**src/rtl/lsu_pkg.sv**
```systemverilog
// Shared types and constants for the load/store unit controller.
package lsu_pkg;

    typedef enum logic [1:0] {
        ST_IDLE  = 2'd0,
        ST_ISSUE = 2'd1,
        ST_WAIT  = 2'd2,
        ST_RESP  = 2'd3
    } lsu_state_t;

    localparam logic [1:0] LSU_FAULT_NONE     = 2'b00;
    localparam logic [1:0] LSU_FAULT_MISALIGN = 2'b01;
    localparam logic [1:0] LSU_FAULT_ACCESS   = 2'b10;
    localparam logic [1:0] LSU_FAULT_FUNCT3   = 2'b11;

    localparam logic [2:0] LB  = 3'b000;
    localparam logic [2:0] LH  = 3'b001;
    localparam logic [2:0] LW  = 3'b010;
    localparam logic [2:0] LBU = 3'b100;
    localparam logic [2:0] LHU = 3'b101;
    localparam logic [2:0] SB  = 3'b000;
    localparam logic [2:0] SH  = 3'b001;
    localparam logic [2:0] SW  = 3'b010;

endpackage

```
**src/rtl/lsu_addr_check.sv**
```systemverilog
// Effective-address adder and fault classifier (combinational).
// Misalignment trapping is present only when LSU_MISALIGN_TRAP_EN is defined.
module lsu_addr_check
    import lsu_pkg::*;
#(
    parameter int ADDR_WIDTH = 16
) (
    input  logic                  we,
    input  logic [2:0]            funct3,
    input  logic [31:0]           base,
    input  logic signed [11:0]    offset,
    output logic [ADDR_WIDTH-1:0] addr,
    output logic [1:0]            fault
);

    logic signed [31:0] off_sext;
    logic [31:0]        ea;
    logic               illegal;
    logic               out_of_range;
    logic               misaligned;

    assign off_sext = {{20{offset[11]}}, offset};
    assign ea       = base + $unsigned(off_sext);
    assign addr     = ea[ADDR_WIDTH-1:0];

    always_comb begin
        illegal = 1'b0;
        if (we) begin
            illegal = !(funct3 == SB || funct3 == SH || funct3 == SW);
        end else begin
            illegal = (funct3 == 3'b011) || (funct3 == 3'b110) || (funct3 == 3'b111);
        end
    end

`ifdef LSU_MISALIGN_TRAP_EN
    // funct3[1:0] encodes access size for both loads and stores.
    assign misaligned = ((funct3[1:0] == 2'b01) && ea[0]) ||
                        ((funct3[1:0] == 2'b10) && (ea[1:0] != 2'b00));
`else
    assign misaligned = 1'b0;
`endif

    assign out_of_range = (ea[31:ADDR_WIDTH] != '0);

    always_comb begin
        fault = LSU_FAULT_NONE;
        if (illegal) begin
            fault = LSU_FAULT_FUNCT3;
        end else if (misaligned) begin
            fault = LSU_FAULT_MISALIGN;
        end else if (out_of_range) begin
            fault = LSU_FAULT_ACCESS;
        end
    end

endmodule

```
**src/rtl/lsu_ctrl.sv**
```systemverilog
// Load/store unit controller: MEM-stage request -> single-cycle memory strobe -> response.
// Build option: LSU_MISALIGN_TRAP_EN enables misalignment faults (handled in lsu_addr_check).
module lsu_ctrl
    import lsu_pkg::*;
#(
    parameter int ADDR_WIDTH = 16
) (
    input  logic                  clk,
    input  logic                  rst,
    input  logic                  req_valid,
    output logic                  req_ready,
    input  logic                  req_we,
    input  logic [2:0]            req_funct3,
    input  logic [31:0]           req_base,
    input  logic signed [11:0]    req_offset,
    input  logic [31:0]           req_wdata,
    output logic                  resp_valid,
    input  logic                  resp_ready,
    output logic [31:0]           resp_rdata,
    output logic [1:0]            resp_fault,
    output logic                  mem_ren,
    output logic                  mem_wen,
    output logic [2:0]            mem_funct3,
    output logic [ADDR_WIDTH-1:0] mem_addr,
    output logic [31:0]           mem_wdata,
    input  logic [31:0]           mem_rdata
);

    lsu_state_t            state, state_nxt;
    logic [ADDR_WIDTH-1:0] addr_p0;
    logic [1:0]            fault_p0;
    logic                  op_we_p1;
    logic                  accept;

    lsu_addr_check #(
        .ADDR_WIDTH(ADDR_WIDTH)
    ) u_addr_check (
        .we     (req_we),
        .funct3 (req_funct3),
        .base   (req_base),
        .offset (req_offset),
        .addr   (addr_p0),
        .fault  (fault_p0)
    );

    assign accept = (state == ST_IDLE) && req_valid;

    always_ff @(posedge clk) begin
        if (rst) begin
            state <= ST_IDLE;
        end else begin
            state <= state_nxt;
        end
    end

    // Strobes and handshakes decode from registered state only, so no req_* path reaches mem_*/resp_*.
    always_comb begin
        state_nxt  = state;
        req_ready  = 1'b0;
        resp_valid = 1'b0;
        mem_ren    = 1'b0;
        mem_wen    = 1'b0;
        case (state)
            ST_IDLE: begin
                req_ready = 1'b1;
                if (req_valid) begin
                    state_nxt = (fault_p0 != LSU_FAULT_NONE) ? ST_RESP : ST_ISSUE;
                end
            end
            ST_ISSUE: begin
                mem_ren   = !op_we_p1;
                mem_wen   = op_we_p1;
                state_nxt = op_we_p1 ? ST_RESP : ST_WAIT;
            end
            ST_WAIT: begin
                state_nxt = ST_RESP;
            end
            ST_RESP: begin
                resp_valid = 1'b1;
                if (resp_ready) begin
                    state_nxt = ST_IDLE;
                end
            end
            default: begin
                state_nxt = ST_IDLE;
            end
        endcase
    end

    // Stage p1: request fields captured at acceptance, held through ISSUE/WAIT/RESP.
    always_ff @(posedge clk) begin
        if (rst) begin
            op_we_p1   <= 1'b0;
            mem_addr   <= '0;
            mem_wdata  <= '0;
            mem_funct3 <= '0;
            resp_fault <= LSU_FAULT_NONE;
            resp_rdata <= '0;
        end else if (accept) begin
            op_we_p1   <= req_we;
            mem_addr   <= addr_p0;
            mem_wdata  <= req_wdata;
            mem_funct3 <= req_funct3;
            resp_fault <= fault_p0;
            resp_rdata <= '0;
        end else if (state == ST_WAIT) begin
            resp_rdata <= mem_rdata;
        end
    end

endmodule
```
**config.mk**
```make
export PLATFORM = sky130hd
export DESIGN_NAME = lsu_ctrl
export DESIGN_NICKNAME = d
export VERILOG_FILES = /design/src/rtl/lsu_pkg.sv /design/src/rtl/lsu_addr_check.sv /design/src/rtl/lsu_ctrl.sv
export SDC_FILE = /design/constraint.sdc
export NUM_CORES = 1
export LEC_CHECK = 0
export ABC_AREA = 1
export BUFFER_PORTS_ARGS = -buffer_cell sky130_fd_sc_hd__buf_2
export CORE_MARGIN = 8
export CORE_UTILIZATION = 30
export DETAILED_ROUTE_END_ITERATION = 6
export GPL_TIMING_DRIVEN = 0
export MAX_ROUTING_LAYER = met4
export SLEW_MARGIN = 15
export SYNTH_ARGS = -nofsm -noshare
export SYNTH_HDL_FRONTEND = slang
export SYNTH_SLANG_ARGS = --single-unit
```
**constraint.sdc**
```tcl
create_clock -name clk -period 3.8 [get_ports clk]
set_input_delay 0.38 -clock clk [delete_from_list [all_inputs] [get_ports clk]]
set_output_delay 0.38 -clock clk [all_outputs]
set_load 0.02 [all_outputs]
```
== Yosys cells after proc, flatten, opt, wreduce, memory -nomap -nowiden ==
Index checks and enable logic that the tools add are counted.
Cells by class
  eq/ne operators: 10
  multipliers: 0
  bitwise logic cells: 0
  magnitude comparators: 0
  div/mod/pow operators: 0
  shifts and indexed selects: 0
  reduce and logical (&&, ||, !) cells: 13
  add/subtract/negate cells: 1
  muxes and demuxes: 12
Operators with widths (number)
  adder 32 bit: 1
  nonzero test 16 bit: 1
  two-way mux 2 bit: 5
  case mux 2 bit (4 select lines): 1
  == test 3 x 2 -> 1 bit, second input constant: 2
  == test 3 bit, second input constant: 2
  two-way mux 1 bit: 6
  == test 2 bit, second input constant: 2
  logical OR 1 bit: 4
  != test 2 bit, second input constant: 2
  == test 3 x 1 -> 1 bit, second input constant: 1
  logical NOT 3 bit: 1
  == test 2 x 1 -> 1 bit, second input constant: 1
  logical NOT 1 bit: 2
  logical NOT 2 bit: 1
  AND reduction 2 bit: 1
  nonzero test 2 bit: 1
  OR reduction 2 bit: 1
  logical AND 1 bit: 1
Storage, ports and cells
  memories: 0
  RAM bits: 0
  word-level logic and storage cells: 43
  register bits: 88
  memory bits (read-only): 0
  bits in latches: 0
  bits of input ports: 116
  output and inout bits: 89

== Logic depth before layout (Yosys ltp) ==
Gate-level depths: netlist of run 1.
  depth in word-level cells: 10
  depth in mapped cells: 18
  depth with buffers taken out: 18

== Hierarchy ==
A second synthesis of run 1 with hierarchy kept.
Second synthesis, totals
  cell total of the unflattened synthesis: 939
  area, all modules: 5754.3 sq um
By module, submodules not included
  lsu_ctrl: instances 1, area an instance 3194.3 sq um, sequential area each 1761.7 sq um, cells an instance 406
  lsu_addr_check: instances 1, area an instance 2560.0 sq um, sequential area each 0.0 sq um, cells an instance 533

== Worst setup path before layout of run 1 ==
Ideal clock, no wire load.
  path kind: input to register
  start point: input req_base[0]
  end point: register state[1]
  data required time: 3674 ps
  path buffers: 0
  setup time: 126 ps
  cell stages on the path: 18
  path slack: 1609 ps
  data arrival time: 2065 ps
  cell sequence: ha_1 > fa_1 > nand2_1 > nand2_1 > nand3_2 > nand2_2 > nand2_2 > nand2_2 > nand2_1 > nand2_1 > nand2_1 > nand2_1 > nor2_1 > nand2_1 > nor2_1 > nand2_1 > nand2_1 > a21oi_1
Between the ends
  cells in the longest elaborated chain, start to end: 8
RTL lines
  start, declared: RTL line lsu_ctrl.sv:14  | input logic [31:0] req_base,
  adder 32 bit: RTL line lsu_addr_check.sv:23  | assign ea = base + $unsigned(off_sext);
  nonzero test 16 bit: RTL line lsu_addr_check.sv:43  | assign out_of_range = (ea[31:ADDR_WIDTH] != '0);
  two-way mux 2 bit: RTL line lsu_addr_check.sv:51  | end else if (out_of_range) begin
  two-way mux 2 bit: RTL line lsu_addr_check.sv:47  | if (illegal) begin
  nonzero test 2 bit: RTL line lsu_ctrl.sv:67  | state_nxt = (fault_p0 != LSU_FAULT_NONE) ? ST_RESP : ST_ISSUE;
  two-way mux 2 bit: RTL line lsu_ctrl.sv:67
  two-way mux 2 bit: RTL line lsu_ctrl.sv:66  | if (req_valid) begin
  case mux 2 bit (4 select lines): RTL line lsu_ctrl.sv:63  | case (state)
  end signal, assigned: RTL line lsu_ctrl.sv:52  | state <= state_nxt;
  end, declared: RTL line lsu_ctrl.sv:29  | lsu_state_t state, state_nxt;
No other way between the ends. The select of a mux whose other input is x is not followed.
A chain may end at the register's enable or synchronous reset.

== Final worst setup path of run 1 ==
  start point: input req_offset[11]
  end point: register state[1]
Between the ends
  cells in the longest elaborated chain, start to end: 8
RTL lines
  start, declared: RTL line lsu_ctrl.sv:15  | input logic signed [11:0] req_offset,
  adder 32 bit: RTL line lsu_addr_check.sv:23
  nonzero test 16 bit: RTL line lsu_addr_check.sv:43
  two-way mux 2 bit: RTL line lsu_addr_check.sv:51
  two-way mux 2 bit: RTL line lsu_addr_check.sv:47
  nonzero test 2 bit: RTL line lsu_ctrl.sv:67
  two-way mux 2 bit: RTL line lsu_ctrl.sv:67
  two-way mux 2 bit: RTL line lsu_ctrl.sv:66
  case mux 2 bit (4 select lines): RTL line lsu_ctrl.sv:63
No other way between the ends. The select of a mux whose other input is x is not followed.

==> results of run 1 <==
==> kinds of logic (layout without fill, tap and decap cells) <==
kind of cell | Yosys count | in the layout | synth area share, %
and+or+nand+nor | 577 | 577 | 43.0
buffers and inverters | 153 | 371 | 10.2
DFF | 88 | 88 | 30.9
AOI/OAI and AO/OA | 78 | 78 | 7.22
adders and majority gates | 36 | 36 | 8.03
xor gates and xnor gates | 4 | 4 | 0.615
==> sequential cells by signal, summed over array words and instances, names as in the netlist <==
signal      cells
resp_fault      2
resp_rdata     32
mem_wdata      32
mem_addr       16
state           2
mem_funct3      3
op_we_p1        1
==> critical path: cells and delay by family <==
family / cells / cell delay [ns]
AND/OR/NAND/NOR: 12 / 1.26
buffers and inverters: 3 / 0.50
adder cells (fa/ha/maj): 1 / 0.40
AO/OA/AOI/OAI: 2 / 0.19
==> per-layer routing <==
| layer | track usage, % | up-vias | share of wire [%] |
|---|---|---|---|
| met4 | 4.85 | 0 | 1.6 |
| met3 | 3.76 | 19 | 5.8 |
| met1 | 20.5 | 2702 | 45 |
| met2 | 28.3 | 170 | 47 |
| li1 | - | 3359 | - |
| met5 | - | - | 0 |
==> power by group through the flow <==
| stage | clock network (W) | logic, W | registers (W) |
|---|---|---|---|
| floorplan | 0 | 0.000797 | 0.00145 |
| global placement | 0 | 0.00157 | 0.00122 |
| detailed placement | 0 | 0.00157 | 0.00123 |
| CTS | 0.000848 | 0.00158 | 0.00121 |
| global route | 0.000893 | 0.00175 | 0.00124 |
| finish | 0.000819 | 0.00155 | 0.00121 |
==> Yosys cell counts, types with 4 or more instances <==
cell type    n  area share (%)
a21oi_1     59             5.2
clkbuf_1    22             1.4
dfxtp_1     88              31
ha_1        35             7.7
inv_1      122             8.0
inv_2        5            0.33
nand2_1    387              25
nand2_2     13             1.4
nand3_1     83             7.3
nand4_1      9            0.99
nor2_1      54             3.6
nor3_1       4            0.35
o21ai_0     12             1.1
or2_2        4            0.44
==> worst max path at each step <==
stage,startpoint,endpoint,slack [ns],cells past startpoint
2_1_floorplan,req_base[0],state[1]$_SDFFE_PP0P_,1.61,18
3_5_place_dp,req_offset[11],state[1]$_SDFFE_PP0P_,0.99,18
4_1_cts,req_offset[11],state[1]$_SDFFE_PP0P_,1.34,18
3_3_place_gp,req_base[0],state[1]$_SDFFE_PP0P_,1.02,19
6_report,req_offset[11],state[1]$_SDFFE_PP0P_,1.28,18
5_1_grt,req_offset[11],state[1]$_SDFFE_PP0P_,1.12,18
==> area by class of cell <==
| type | instances | area (µm²) |
|---|---|---|
| Fill cell | 2068 | 11400 |
| Clock buffer | 9 | 225 |
| Tap cell | 234 | 293 |
| Multi-Input combinational cell | 695 | 3360 |
| Inverter | 127 | 477 |
| Clock inverter | 6 | 43.8 |
| Buffer | 26 | 105 |
| Timing Repair Buffer | 203 | 1020 |
| Sequential cell | 88 | 1760 |
==> metrics by stage <==
| step | hold WS [ns] | utilization [%] | power (W) | instance area (µm²) | setup WS (ns) |
|---|---|---|---|---|---|
| 2_1_floorplan | 0.464 | - | 0.00224 | 5700 | 1.61 |
| 3_3_place_gp | 0.447 | 37.5 | 0.00279 | 7010 | 1.02 |
| 3_5_place_dp | 0.450 | 37.5 | 0.00280 | 7010 | 0.989 |
| 4_1_cts | 0.208 | 38.9 | 0.00364 | 7280 | 1.34 |
| 5_1_grt | 0.217 | 38.9 | 0.00388 | 7280 | 1.12 |
| 6_report | 0.222 | 38.9 | 0.00359 | 7280 | 1.28 |
==> flow_summary.toml, run 1 <==
[hold_path]
worstHoldStart = "req_wdata[20]"
holdPathEnd = "mem_wdata[20]$_SDFFE_PP0P_"
hold_class = "primary input to flop"
hold_depth = 3

[power]
pwr-share-seq_pct = 33.8
cellPowerDensity_nw_per_um2 = 493
p_switching_w = 0.00154
p_leak_nw = 4.16
max-vdd-ir-drop_mv = 0.177
clockPowerShare_pct = 22.9
power.internal_w = 0.00205
swShare_pct = 42.9
combPwrFrac_pct = 43.3

[clocking]
clk_latency_ns = 0.34
cts_root_buf = "clkbuf_16"
cts_hold_buf = 0
cts_max_level = 3
post_cts_buffers = 0
numCtsBuffers = 9
cts_resized = 0
cts_sinks = 88
clkTransAtPathRegs_ns = 0.07
cts_tree = "built"
cts_buffer_depth = 2

[sta]
slew_viol_final = 0
layout_min_cycle_time_ns = 2.52
relSlewSlack_pct = 38.1
hold_viol_final = 0
finalSetupViolCount = 0
period_share_pct = 66.4
skew_ns = 0.00609
rsz0062_at_grt = "no"
max_freq_ghz = 0.396
tns_ns = 0
worst_slew_pin_slew_ns = 0.925

[cells_and_area]
num-nets-final = 1302
num_antenna_cells = 0
layout-drive-gt1-share_pct = 22.1
area_delta_synth_final_pct = 27.7
final_common_cell = "nand2_1"
final_cell_mix = "nand2_1, buf_2, inv_1"
stdcell_count = 1388

[global_route]
antenna_found_initial = 0
grt_max_degree = 22
grt_pass1_vias = 5972
overflow = 0
grt.total_usage_pct = 17.1
grt_pass1_wl_um = 31400

[drt]
first_iter_violations = 295
antenna_left = 0
drcViolationCount = 0
via_per_inst = 4.50
avgRoutedWirePerCell_um = 14.3
vias = 6250
dr.pass1.iters = 5
wl_um = 19800

[setup_path]
path_class = "primary input to flop"
worstSetupStartpointType = "primary input"
critPathSlowestCell = "ha_1"
r2r_setup_slack_ns = 1.41
worst_ep_arrival_time_ns = 2.74
crit_top_cell = "nand2_1"
crit_chain = "buf_2, ha_1, nand2_1, inv_1, nand2_1, inv_1, a21oi_1, nand2_1, nand2_1, nand2_1, nand2_1, nand2_1, nor2_1, nand2_1, nor2_1, nand2_1, nand2_1, a21oi_1"
crit_required_ns = 4.02
slowest_delay_ns = 0.40
worst_r2r_path_depth = 7
cp-end-kind = "flop"
timing.rr.start = "state[1]$_SDFFE_PP0P_"
worstReg2RegEnd = "mem_addr[9]$_SDFFE_PP0P_"
path_max_fanout = 21

[placed_design]
gp_congestion = 0.921
place_inst = 1373
port-buffer-count = 203
dp_hpwl_um = 16600

[yosys]
yosysSeqAreaShare_pct = 30.9
yosys_most_used_dff = "dfxtp_1"
synth_cell_types = 35
synth_area_per_cell_um2 = 6.09
synth_edf_count = 0
syn-instance-count = 936
synth-seq-cells = 88
netlist_area_um2 = 5700
ys.warnings.count = 0
async_reset_ff_share_pct = 0
syn_nets = 1088

[status]
status = "finished, final reports clean"

[die]
die-area_um2 = 23700
die_y_um = 154
io_pins = 205
die_x_um = 154
initial_core_util_pct = 30.5
row_count = 50
core_um2 = 18700

[flow_run]
drv_cap = 0
Power figures use the tool's default switching activity.
==> run 2, diff against run 1 <==
Settings changed: ABC_AREA 1 to 0.
Clock period 3.8 ns to 2.65 ns, I/O delays scaled along.
==> run 2 against run 1 <==
The run now ends with negative setup slack left. Critical path type unchanged. Global-route usage down 1.1 points. Critical path depth decreased by 6. Sequential cell count is the same. Synthesized cell count is 30% lower. Largest cell class unchanged. Clock-buffer cell count stayed put. Die area decreased by 7.6%. Critical endpoint unchanged. Register-to-register slack worse by 1.5 ns.
==> flow_summary.toml, run 2 <==
[status]
status = "finished, violations left"
violations = "negative setup slack"

[hold_path]
worstHoldStart = "req_wdata[1]"
hold_class = "primary input to flop"
holdPathEnd = "mem_wdata[1]$_SDFFE_PP0P_"
hold_depth = 3

[clocking]
cts_sinks = 88
cts_buffer_depth = 2
clkTransAtPathRegs_ns = 0.07
cts_root_buf = "clkbuf_16"
clk_latency_ns = 0.34
cts_hold_buf = 0
numCtsBuffers = 9
cts_tree = "built"
cts_max_level = 3

[yosys]
async_reset_ff_share_pct = 0
yosys.area.top_type_share_pct = 33.8
synth-seq-cells = 88
syn-instance-count = 656
yosysSeqAreaShare_pct = 33.8
yosysMostFrequentCell = "nand2_1"
synth_cell_types = 61
ys.warnings.count = 0
yosysTopAreaCell = "dfxtp_1"
synth_area_per_cell_um2 = 7.95
syn_nets = 808
synth_edf_count = 0
yosys_most_used_dff = "dfxtp_1"
netlist_top_cells_count = "nand2_1, dfxtp_1, a21oi_1, nor2_1, ha_1"
netlist_area_um2 = 5220
synthTopCellsByArea = "dfxtp_1, nand2_1, ha_1"

[sta]
rsz0062_at_grt = "yes"
skew_ns = 0.00932
relSlewSlack_pct = 45.3
period_share_pct = 106
layout_min_cycle_time_ns = 2.82
max_freq_ghz = 0.355
whs_ns = 0.152
tns_ns = -0.254
worst_slew_pin_slew_ns = 0.818
hold_viol_final = 0
slew_viol_final = 0
finalWorstSetupSlack_ns = -0.166
finalSetupViolCount = 2

[power]
power.internal_w = 0.00335
swShare_pct = 40.2
cellPowerDensity_nw_per_um2 = 790
p_switching_w = 0.00225
pwr-share-seq_pct = 30.7
max-vdd-ir-drop_mv = 0.473
clockPowerShare_pct = 25.6
p_leak_nw = 3.21
combPwrFrac_pct = 43.7

[cells_and_area]
area_delta_synth_final_pct = 36.0
reg_top3 = "mem_wdata: 32 flops, resp_rdata: 32 flops, mem_addr: 16 flops"
finish.utilization_pct = 41.3
final_common_cell = "buf_2"
final_cell_mix = "buf_2, nand2_1, dfxtp_1"
layout-drive-gt1-share_pct = 31.3
num-nets-final = 1029
stdcell_count = 1107
num_antenna_cells = 0

[global_route]
grt.total_usage_pct = 16.0
grt_pass1_vias = 5358
antenna_found_initial = 0
overflow = 0
grt_pass1_wl_um = 27400
grt_max_degree = 22

[setup_path]
crit_top_cell = "a2111oi_4"
slowest_delay_ns = 0.41
worstReg2RegEnd = "state[1]$_SDFFE_PP0P_"
crit_required_ns = 2.88
crit_chain = "buf_8, ha_1, buf_6, a21oi_4, o21ai_1, a2111oi_4, o2111ai_1, mux2_4, a2111oi_4, nand4_1, o21a_1, a221o_1"
r2r_setup_slack_ns = -0.11
worst_ep_arrival_time_ns = 3.05
worst_r2r_path_depth = 10
path_class = "primary input to flop"
cp_top_family = "compound AO/OA/AOI/OAI gates"
cp-end-kind = "flop"
path_max_fanout = 21
cp.depth = 12
worstSetupStartpointType = "primary input"
timing.rr.start = "state[1]$_SDFFE_PP0P_"
path_buf_inv = 2
critPathSlowestCell = "a2111oi_4"

[die]
initial_core_util_pct = 30.4
io_pins = 205
row_count = 48
die_y_um = 148
die-area_um2 = 21900
die_x_um = 148
core_um2 = 17200

[placed_design]
gp_congestion = 0.870
dp_hpwl_um = 14200
port-buffer-count = 204
place_inst = 1085

[drt]
first_iter_violations = 172
avgRoutedWirePerCell_um = 16.0
drcViolationCount = 0
wl_um = 17700
vias = 5377
antenna_left = 0
dr.pass1.iters = 4
via_per_inst = 4.86

[flow_run]
drv_cap = 0
[run 2: cell types whose count changed after synthesis, sizes merged, moves of 10 or more]
cell,change
buf,+11
a21oi,+27
inv,-110
o21ai,+10
mux2i,+33
nand2,-271
nand3,-75
[run 2: kinds of logic (layout without fill, tap and decap cells)]
family                   after synthesis  after routing  synth area share, %
XOR/XNOR                              18             18                 3.02
adder cells (fa/ha/maj)               36             36                 8.78
buffers and inverters                 53            279                 4.58
flip-flops                            88             88                 33.8
AO/OA/AOI/OAI                        173            173                 22.0
AND/OR/NAND/NOR                      254            254                 21.3
multiplexers                          34             34                 6.55
[run 2: routing by layer]
layer	GRT usage [%]	vias up	wire length (µm)
li1	-	2754	-
met1	18.2	2446	7740
met2	27.5	162	8480
met3	4.10	15	1280
met4	4.23	0	204
met5	-	-	0
[run 2: what timing repair did]
item / in CTS / in global routing
setup endpoints to repair: 2 / 2
gates resized for setup: 21 / 16
buffers inserted: 5 / 3
pin swaps: 12 / 10
[run 2: layout make-up]
cell class / count / area (µm²)
Buffer: 34 / 170
Clock buffer: 9 / 225
Clock inverter: 7 / 110
Fill cell: 1814 / 10100
Inverter: 17 / 63.8
Multi-Input combinational cell: 515 / 3370
Sequential cell: 88 / 1760
Tap cell: 225 / 282
Timing Repair Buffer: 212 / 1110
[run 2: how the worst max path moves through the flow]
stage                         from                          to  slack [ns]
finish              req_offset[11]       state[1]$_SDFFE_PP0P_       -0.17
global route           req_base[0]       state[1]$_SDFFE_PP0P_       -0.28
CTS                    req_base[0]       state[1]$_SDFFE_PP0P_       -0.20
detailed placement  req_offset[11]  resp_fault[1]$_SDFFE_PP0P_       -1.07
global placement    req_offset[11]  resp_fault[1]$_SDFFE_PP0P_       -1.06
floorplan              req_base[0]       state[1]$_SDFFE_PP0P_       -0.29
[run 2: worst reg2reg max path: stages (launching register included)]
cell and delay (ns):
dfxtp_1 0.33, inv_1 0.12, ha_2 0.26, nand3_2 0.13, a2111oi_4 0.38, o2111ai_1 0.17, mux2_4 0.31, a2111oi_4 0.32
nand4_1 0.17, o21a_1 0.20, a221o_1 0.26
[run 2: power by group through the flow]
| stage | clock [W] | sequential, W | combinational [W] |
|---|---|---|---|
| floorplan | 0 | 0.00205 | 0.00133 |
| finish | 0.00143 | 0.00172 | 0.00245 |
| detailed placement | 0 | 0.00175 | 0.00239 |
| CTS | 0.00146 | 0.00172 | 0.00244 |
| global route | 0.00152 | 0.00176 | 0.00269 |
| global placement | 0 | 0.00174 | 0.00238 |
[run 2: stage by stage]
step / total power, W / setup slack (ns) / instance area, µm²
after global placement: 0.00412 / -1.06 / 6540
after floorplan: 0.00338 / -0.285 / 5230
final: 0.00560 / -0.166 / 7090
after CTS: 0.00563 / -0.200 / 7000
after global routing: 0.00597 / -0.283 / 7090
after detailed placement: 0.00415 / -1.07 / 6540
